<file path="src/rtl/display_source_scheduler.sv">
// Round-robin time-sharing of one seven-segment display between several digit sources,
// with a fixed dwell per source, an optional blank gap at each switch, manual advance and hold.
module display_source_scheduler #(
    parameter int NUM_SOURCES  = 4,
    parameter int NUM_SEGMENTS = 4,
    parameter int DWELL_CYCLES = 200_000_000,
    parameter int BLANK_CYCLES = 10_000_000,
    localparam int SELW = (NUM_SOURCES > 1) ? $clog2(NUM_SOURCES) : 1
) (
    input  logic                                      clk,
    input  logic                                      reset,
    input  logic [NUM_SOURCES-1:0][NUM_SEGMENTS-1:0][3:0] src_encoded,
    input  logic [NUM_SOURCES-1:0][NUM_SEGMENTS-1:0]  src_digit_point,
    input  logic [NUM_SOURCES-1:0]                    src_valid,
    input  logic                                      next_req,
    input  logic                                      hold_req,
    output logic [NUM_SEGMENTS-1:0][3:0]              encoded,
    output logic [NUM_SEGMENTS-1:0]                   digit_point,
    output logic                                      blank,
    output logic [SELW-1:0]                           sel_index,
    output logic                                      switch_pulse
);

    localparam int DWW = $clog2(DWELL_CYCLES + 1);
    localparam int BLW = (BLANK_CYCLES > 0) ? $clog2(BLANK_CYCLES + 1) : 1;

    typedef enum logic [1:0] {IDLE, SHOW, BLANK} state_t;

    state_t                         state_q, state_d;
    logic [SELW-1:0]                sel_q, sel_d, pend_q, pend_d;
    logic [DWW-1:0]                 dwell_q, dwell_d;
    logic [BLW-1:0]                 gap_q, gap_d;
    logic [NUM_SEGMENTS-1:0][3:0]   enc_q, enc_d;
    logic [NUM_SEGMENTS-1:0]        dp_q, dp_d;
    logic                           blank_q, blank_d, pulse_q, pulse_d;
    logic [SELW:0]                  cand;
    logic                           expire;

    // Returns {found, index} of the first valid source at start+0 .. start+N-1 (mod N);
    // skip_start drops offset 0. Scanned high-to-low so the lowest offset wins.
    function automatic logic [SELW:0] find_valid(input logic [NUM_SOURCES-1:0] v,
                                                 input logic [SELW-1:0] start,
                                                 input logic skip_start);
        logic [SELW:0] r;
        int unsigned   idx;
        r = '0;
        for (int unsigned j = 0; j < NUM_SOURCES; j++) begin
            idx = (NUM_SOURCES - 1 - j) + 32'(start);
            if (idx >= NUM_SOURCES) idx = idx - NUM_SOURCES;
            if (v[idx[SELW-1:0]] && !(skip_start && (j == NUM_SOURCES - 1)))
                r = {1'b1, idx[SELW-1:0]};
        end
        return r;
    endfunction

    always_comb begin
        state_d = state_q;
        sel_d   = sel_q;
        pend_d  = pend_q;
        dwell_d = dwell_q;
        gap_d   = gap_q;
        pulse_d = 1'b0;
        cand    = '0;
        expire  = 1'b0;
        case (state_q)
            IDLE: begin
                cand = find_valid(src_valid, '0, 1'b0);
                if (cand[SELW]) begin
                    state_d = SHOW;
                    sel_d   = cand[SELW-1:0];
                    dwell_d = '0;
                    pulse_d = 1'b1;
                end
            end
            SHOW: begin
                expire = !hold_req && (dwell_q == DWW'(DWELL_CYCLES - 1));
                if (next_req || expire || !src_valid[sel_q]) begin
                    cand = find_valid(src_valid, sel_q, 1'b1);
                    if (cand[SELW]) begin
                        if (BLANK_CYCLES == 0) begin
                            sel_d   = cand[SELW-1:0];
                            dwell_d = '0;
                            pulse_d = 1'b1;
                        end else begin
                            state_d = BLANK;
                            pend_d  = cand[SELW-1:0];
                            gap_d   = '0;
                        end
                    end else if (src_valid[sel_q]) begin
                        dwell_d = '0;
                    end else begin
                        state_d = IDLE;
                    end
                end else if (!hold_req) begin
                    dwell_d = dwell_q + DWW'(1);
                end
            end
            BLANK: begin
                // Pending may have gone invalid during the gap, so search again from it.
                if (gap_q == BLW'(BLANK_CYCLES - 1)) begin
                    cand = find_valid(src_valid, pend_q, 1'b0);
                    if (cand[SELW]) begin
                        state_d = SHOW;
                        sel_d   = cand[SELW-1:0];
                        dwell_d = '0;
                        pulse_d = 1'b1;
                    end else begin
                        state_d = IDLE;
                    end
                end else begin
                    gap_d = gap_q + BLW'(1);
                end
            end
            default: state_d = IDLE;
        endcase
    end

    always_comb begin
        blank_d = (state_d != SHOW);
        enc_d   = '0;
        dp_d    = '0;
        if (state_d == SHOW) begin
            enc_d = src_encoded[sel_d];
            dp_d  = src_digit_point[sel_d];
        end
    end

    always_ff @(posedge clk or posedge reset) begin
        if (reset) begin
            state_q <= IDLE;
            sel_q   <= '0;
            pend_q  <= '0;
            dwell_q <= '0;
            gap_q   <= '0;
            enc_q   <= '0;
            dp_q    <= '0;
            blank_q <= 1'b1;
            pulse_q <= 1'b0;
        end else begin
            state_q <= state_d;
            sel_q   <= sel_d;
            pend_q  <= pend_d;
            dwell_q <= dwell_d;
            gap_q   <= gap_d;
            enc_q   <= enc_d;
            dp_q    <= dp_d;
            blank_q <= blank_d;
            pulse_q <= pulse_d;
        end
    end

    assign encoded      = enc_q;
    assign digit_point  = dp_q;
    assign blank        = blank_q;
    assign sel_index    = sel_q;
    assign switch_pulse = pulse_q;

endmodule

</file>
<file path="config.mk">
export PLATFORM = sky130hd
export DESIGN_NAME = display_source_scheduler
export DESIGN_NICKNAME = d
export VERILOG_FILES = /design/src/rtl/display_source_scheduler.sv
export SDC_FILE = /design/constraint.sdc
export NUM_CORES = 1
export LEC_CHECK = 0
export ABC_AREA = 1
export CAP_MARGIN = 20
export CELL_PAD_IN_SITES_DETAIL_PLACEMENT = 1
export CELL_PAD_IN_SITES_GLOBAL_PLACEMENT = 1
export CORE_ASPECT_RATIO = 0.5
export CORE_UTILIZATION = 38
export DETAILED_ROUTE_END_ITERATION = 8
export GPL_ROUTABILITY_DRIVEN = 0
export PLACE_DENSITY = 0.84
export SLEW_MARGIN = 15
export SYNTH_ARGS = -nofsm -noshare
export SYNTH_HDL_FRONTEND = slang
export SYNTH_SLANG_ARGS = --single-unit
</file>
<file path="constraint.sdc">
create_clock -name clk -period 3.6 [get_ports clk]
set_input_delay 1.08 -clock clk [delete_from_list [all_inputs] [get_ports clk]]
set_output_delay 1.08 -clock clk [all_outputs]
set_load 0.01 [all_outputs]
</file>
==> impl_metrics.json <==
{
  "total_leakage_power_nw": 3.39,
  "cts_root_buf": "clkbuf_16",
  "grt_pass1_vias": 6401,
  "numCtsBuffers": 9,
  "first_iter_violations": 272,
  "io_buffers": 111,
  "yosysTopAreaCellShare_pct": 32.5,
  "dr.pass1.iters": 5,
  "dp.cells": 1174,
  "utilization_pct": 49.2,
  "crit_family": "simple AND/OR/NAND/NOR gates",
  "required_ns": 3.84,
  "top_usage_layer": "met2",
  "end_kind": "flip-flop",
  "grt_pass1_wl_um": 31700,
  "core-area_mm2": 0.0155,
  "finalHoldViolations": 0,
  "path_clk_slew_ns": 0.07,
  "remaining_drc_errors": 0,
  "synthFlopType": "dfrtp_1",
  "avgSynthCellArea_um2": 6.92,
  "yosysWarnings": 0,
  "power_frac_comb_pct": 54.2,
  "max_stage_delay_ns": 0.56,
  "dieHeight_um": 91.5,
  "fin_nets": 1071,
  "ant_nets": 0,
  "cp-start-kind": "input pin",
  "worstHoldPathType": "reg2reg",
  "fin_cells": 1190,
  "die-area_mm2": 0.0166,
  "drive_above_1_share_pct": 10.3,
  "grt_max_degree": 42,
  "clock_sinks": 80,
  "clock_path_buffers": 2,
  "worst_slew_pin_slew_ns": 0.809,
  "max_freq_mhz": 325,
  "grt-ovfl-total": 0,
  "p_clk_share_pct": 19.9,
  "synthToLayoutAreaGrowth_pct": 25.4,
  "power_density_mw_per_mm2": 630,
  "status": "finished clean",
  "min_period_ns": 3.07,
  "antennaDiodeCount": 0,
  "finalCritPeriodShare_pct": 85.4,
  "ys_seq_area_share_pct": 32.9,
  "seqPwrFrac_pct": 25.9,
  "skew_ns": 0.0132,
  "yosys_register_bits": 80,
  "arrival_ns": 3.32,
  "htreeDepth": 3,
  "wl_um": 18800,
  "syn-num-nets": 970,
  "synthMostInstantiatedCell": "nand2_1",
  "slowest_stage": "clkdlybuf4s50_1",
  "viasPerCell": 5.21,
  "post-dp-hpwl_um": 14100,
  "die_width_um": 181,
  "synthTopCellsByCount": "264 x nand2_1, 111 x inv_1, 79 x dfrtp_1, 74 x nand3_1, 65 x nor2_1",
  "post_cts.repair.setup_buffers": 0,
  "swShare_pct": 47.4,
  "dr_total_vias": 6205,
  "synth_area_mm2": 0.00609,
  "ys_types": 38,
  "post_cts_resized": 0,
  "setup_viol": 0,
  "ios": 112,
  "grt_usage_pct": 23.6,
  "rsz0062_at_grt": "no",
  "worst-path-buf-inv": 4,
  "antenna_found_initial": 0,
  "worstPathCellList": "clkdlybuf4s50_1, inv_2, nand2_1, nand3_1, nand2_1, inv_1, nand2_1, nand3_1, nand2_1, nand2_1, nand2_2, buf_4, nand3_1, nand3_2, a21oi_2",
  "crit_type": "in2reg",
  "syn_inst": 880,
  "internal_power_w": 0.00253,
  "maxSlewViolCount": 0,
  "ir_worst_vdd_uv": 401,
  "num_rows": 32,
  "synthTopCellsByArea": "dfrtp_1 32%, nand2_1 16%, inv_1 6.8%",
  "switchingPower_w": 0.00228,
  "crit_top_cell": "nand2_1",
  "cts_hold_buf": 0,
  "synthArstFlopShare_pct": 100,
  "synth-edff-count": 0,
  "grtUsageMet1_pct": 29.7,
  "initial_utilization_pct": 39.2,
  "setup_tns_ns": 0,
  "met2_usage_pct": 41.5,
  "cts_tree": "done",
  "met3_usage_pct": 4.81,
  "worst-path-max-fanout": 29,
  "synth_area_leader_cell": "dfrtp_1",
  "clk_latency_ns": 0.35,
  "slew_headroom_pct": 45.9,
  "drv_cap": 0,
  "wl_per_cell_um": 15.8
}
## logic make-up after synthesis
group                      Yosys count  share of synthesized area [%]
and+or+nand+nor                    537                           42.3
buffers and inverters              159                           11.7
DFF                                 80                           32.9
AOI/OAI and AO/OA                   56                           6.06
xor gates and xnor gates            46                           6.61
adders and majority gates            2                          0.411
## worst paths after layout
path	from	to	slack [ns]	depth (start not counted)
min reg2reg	dwell_q[4]	dwell_q[4]	0.52	2
max in group asynchronous	reset	gap_q[8]	1.87	3
min in group asynchronous	reset	switch_pulse	1.12	2
min	dwell_q[4]	dwell_q[4]	0.52	2
max	src_valid[2]	encoded[5]	0.53	15
max reg2reg	gap_q[0]	encoded[5]	0.96	13
## power groups by stage
stage	sequential [W]	combinational, W	clock, W
4_1_cts	0.00125	0.00262	0.000974
5_1_grt	0.00127	0.00286	0.00100
3_5_place_dp	0.00125	0.00260	0
6_report	0.00125	0.00261	0.000956
2_1_floorplan	0.00124	0.00193	0
3_3_place_gp	0.00125	0.00249	0
## layer usage
layer  share of wire (%)  vias up
met1                  46     3044
met4                 1.2        0
met2                  48      138
met3                 4.5       22
li1                    -     3001
met5                   0        -
## cells in the final DEF, fill, tap and decap left out, types with 2 or more instances in the layout
master,n
o21ai_1,4
nor2_1,65
nor4_1,15
nand2_2,3
buf_4,12
dfrtp_1,79
nor3_1,41
ha_1,2
a21oi_2,19
nand3b_1,22
xnor2_1,15
inv_1,110
clkbuf_16,9
nor3_2,3
nand2_1,264
a21oi_1,5
nand3_2,22
o22ai_1,7
nand4_1,14
nor2_8,2
nor2_2,3
nand3_1,74
inv_2,12
o21ai_0,18
xor2_1,31
nand2_4,5
clkdlybuf4s50_1,111
buf_12,2
clkinv_2,3
## worst register-to-register path: cells and delay by family, from the launching register on
family / cells / cell delay [ns]
AOI/OAI and AO/OA: 1 / 0.06
buffers and inverters: 1 / 0.37
and+or+nand+nor: 10 / 1.40
adders and majority gates: 1 / 0.27
DFF: 1 / 0.44
## sequential cells by signal, summed over array words and instances (netlist names)
| name | cells |
|---|---|
| gap_q | 24 |
| dwell_q | 28 |
| state_q | 2 |
| pend_q | 2 |
| encoded | 16 |
| sel_index | 2 |
| blank | 1 |
| switch_pulse | 1 |
| digit_point | 4 |
## cell type report
class	instances	area, um^2
fillers	1995	7900
multi-input cells	641	3370
flip-flops and latches	80	2000
repair buffers	125	1240
inverters	124	467
well taps	204	255
clock buffers	11	243
clock inverters	5	56.3
## through the flow
step,hold WS (ns),setup slack [ns],instance area (um^2),power (W)
floorplan,0.461,0.470,6090,0.00317
global placement,0.486,0.350,7340,0.00375
detailed placement,0.518,0.221,7340,0.00385
CTS,0.528,0.534,7640,0.00484
global route,0.559,0.304,7640,0.00514
finish,0.520,0.525,7640,0.00481
Note: power is estimated with default switching activity, not from simulation.
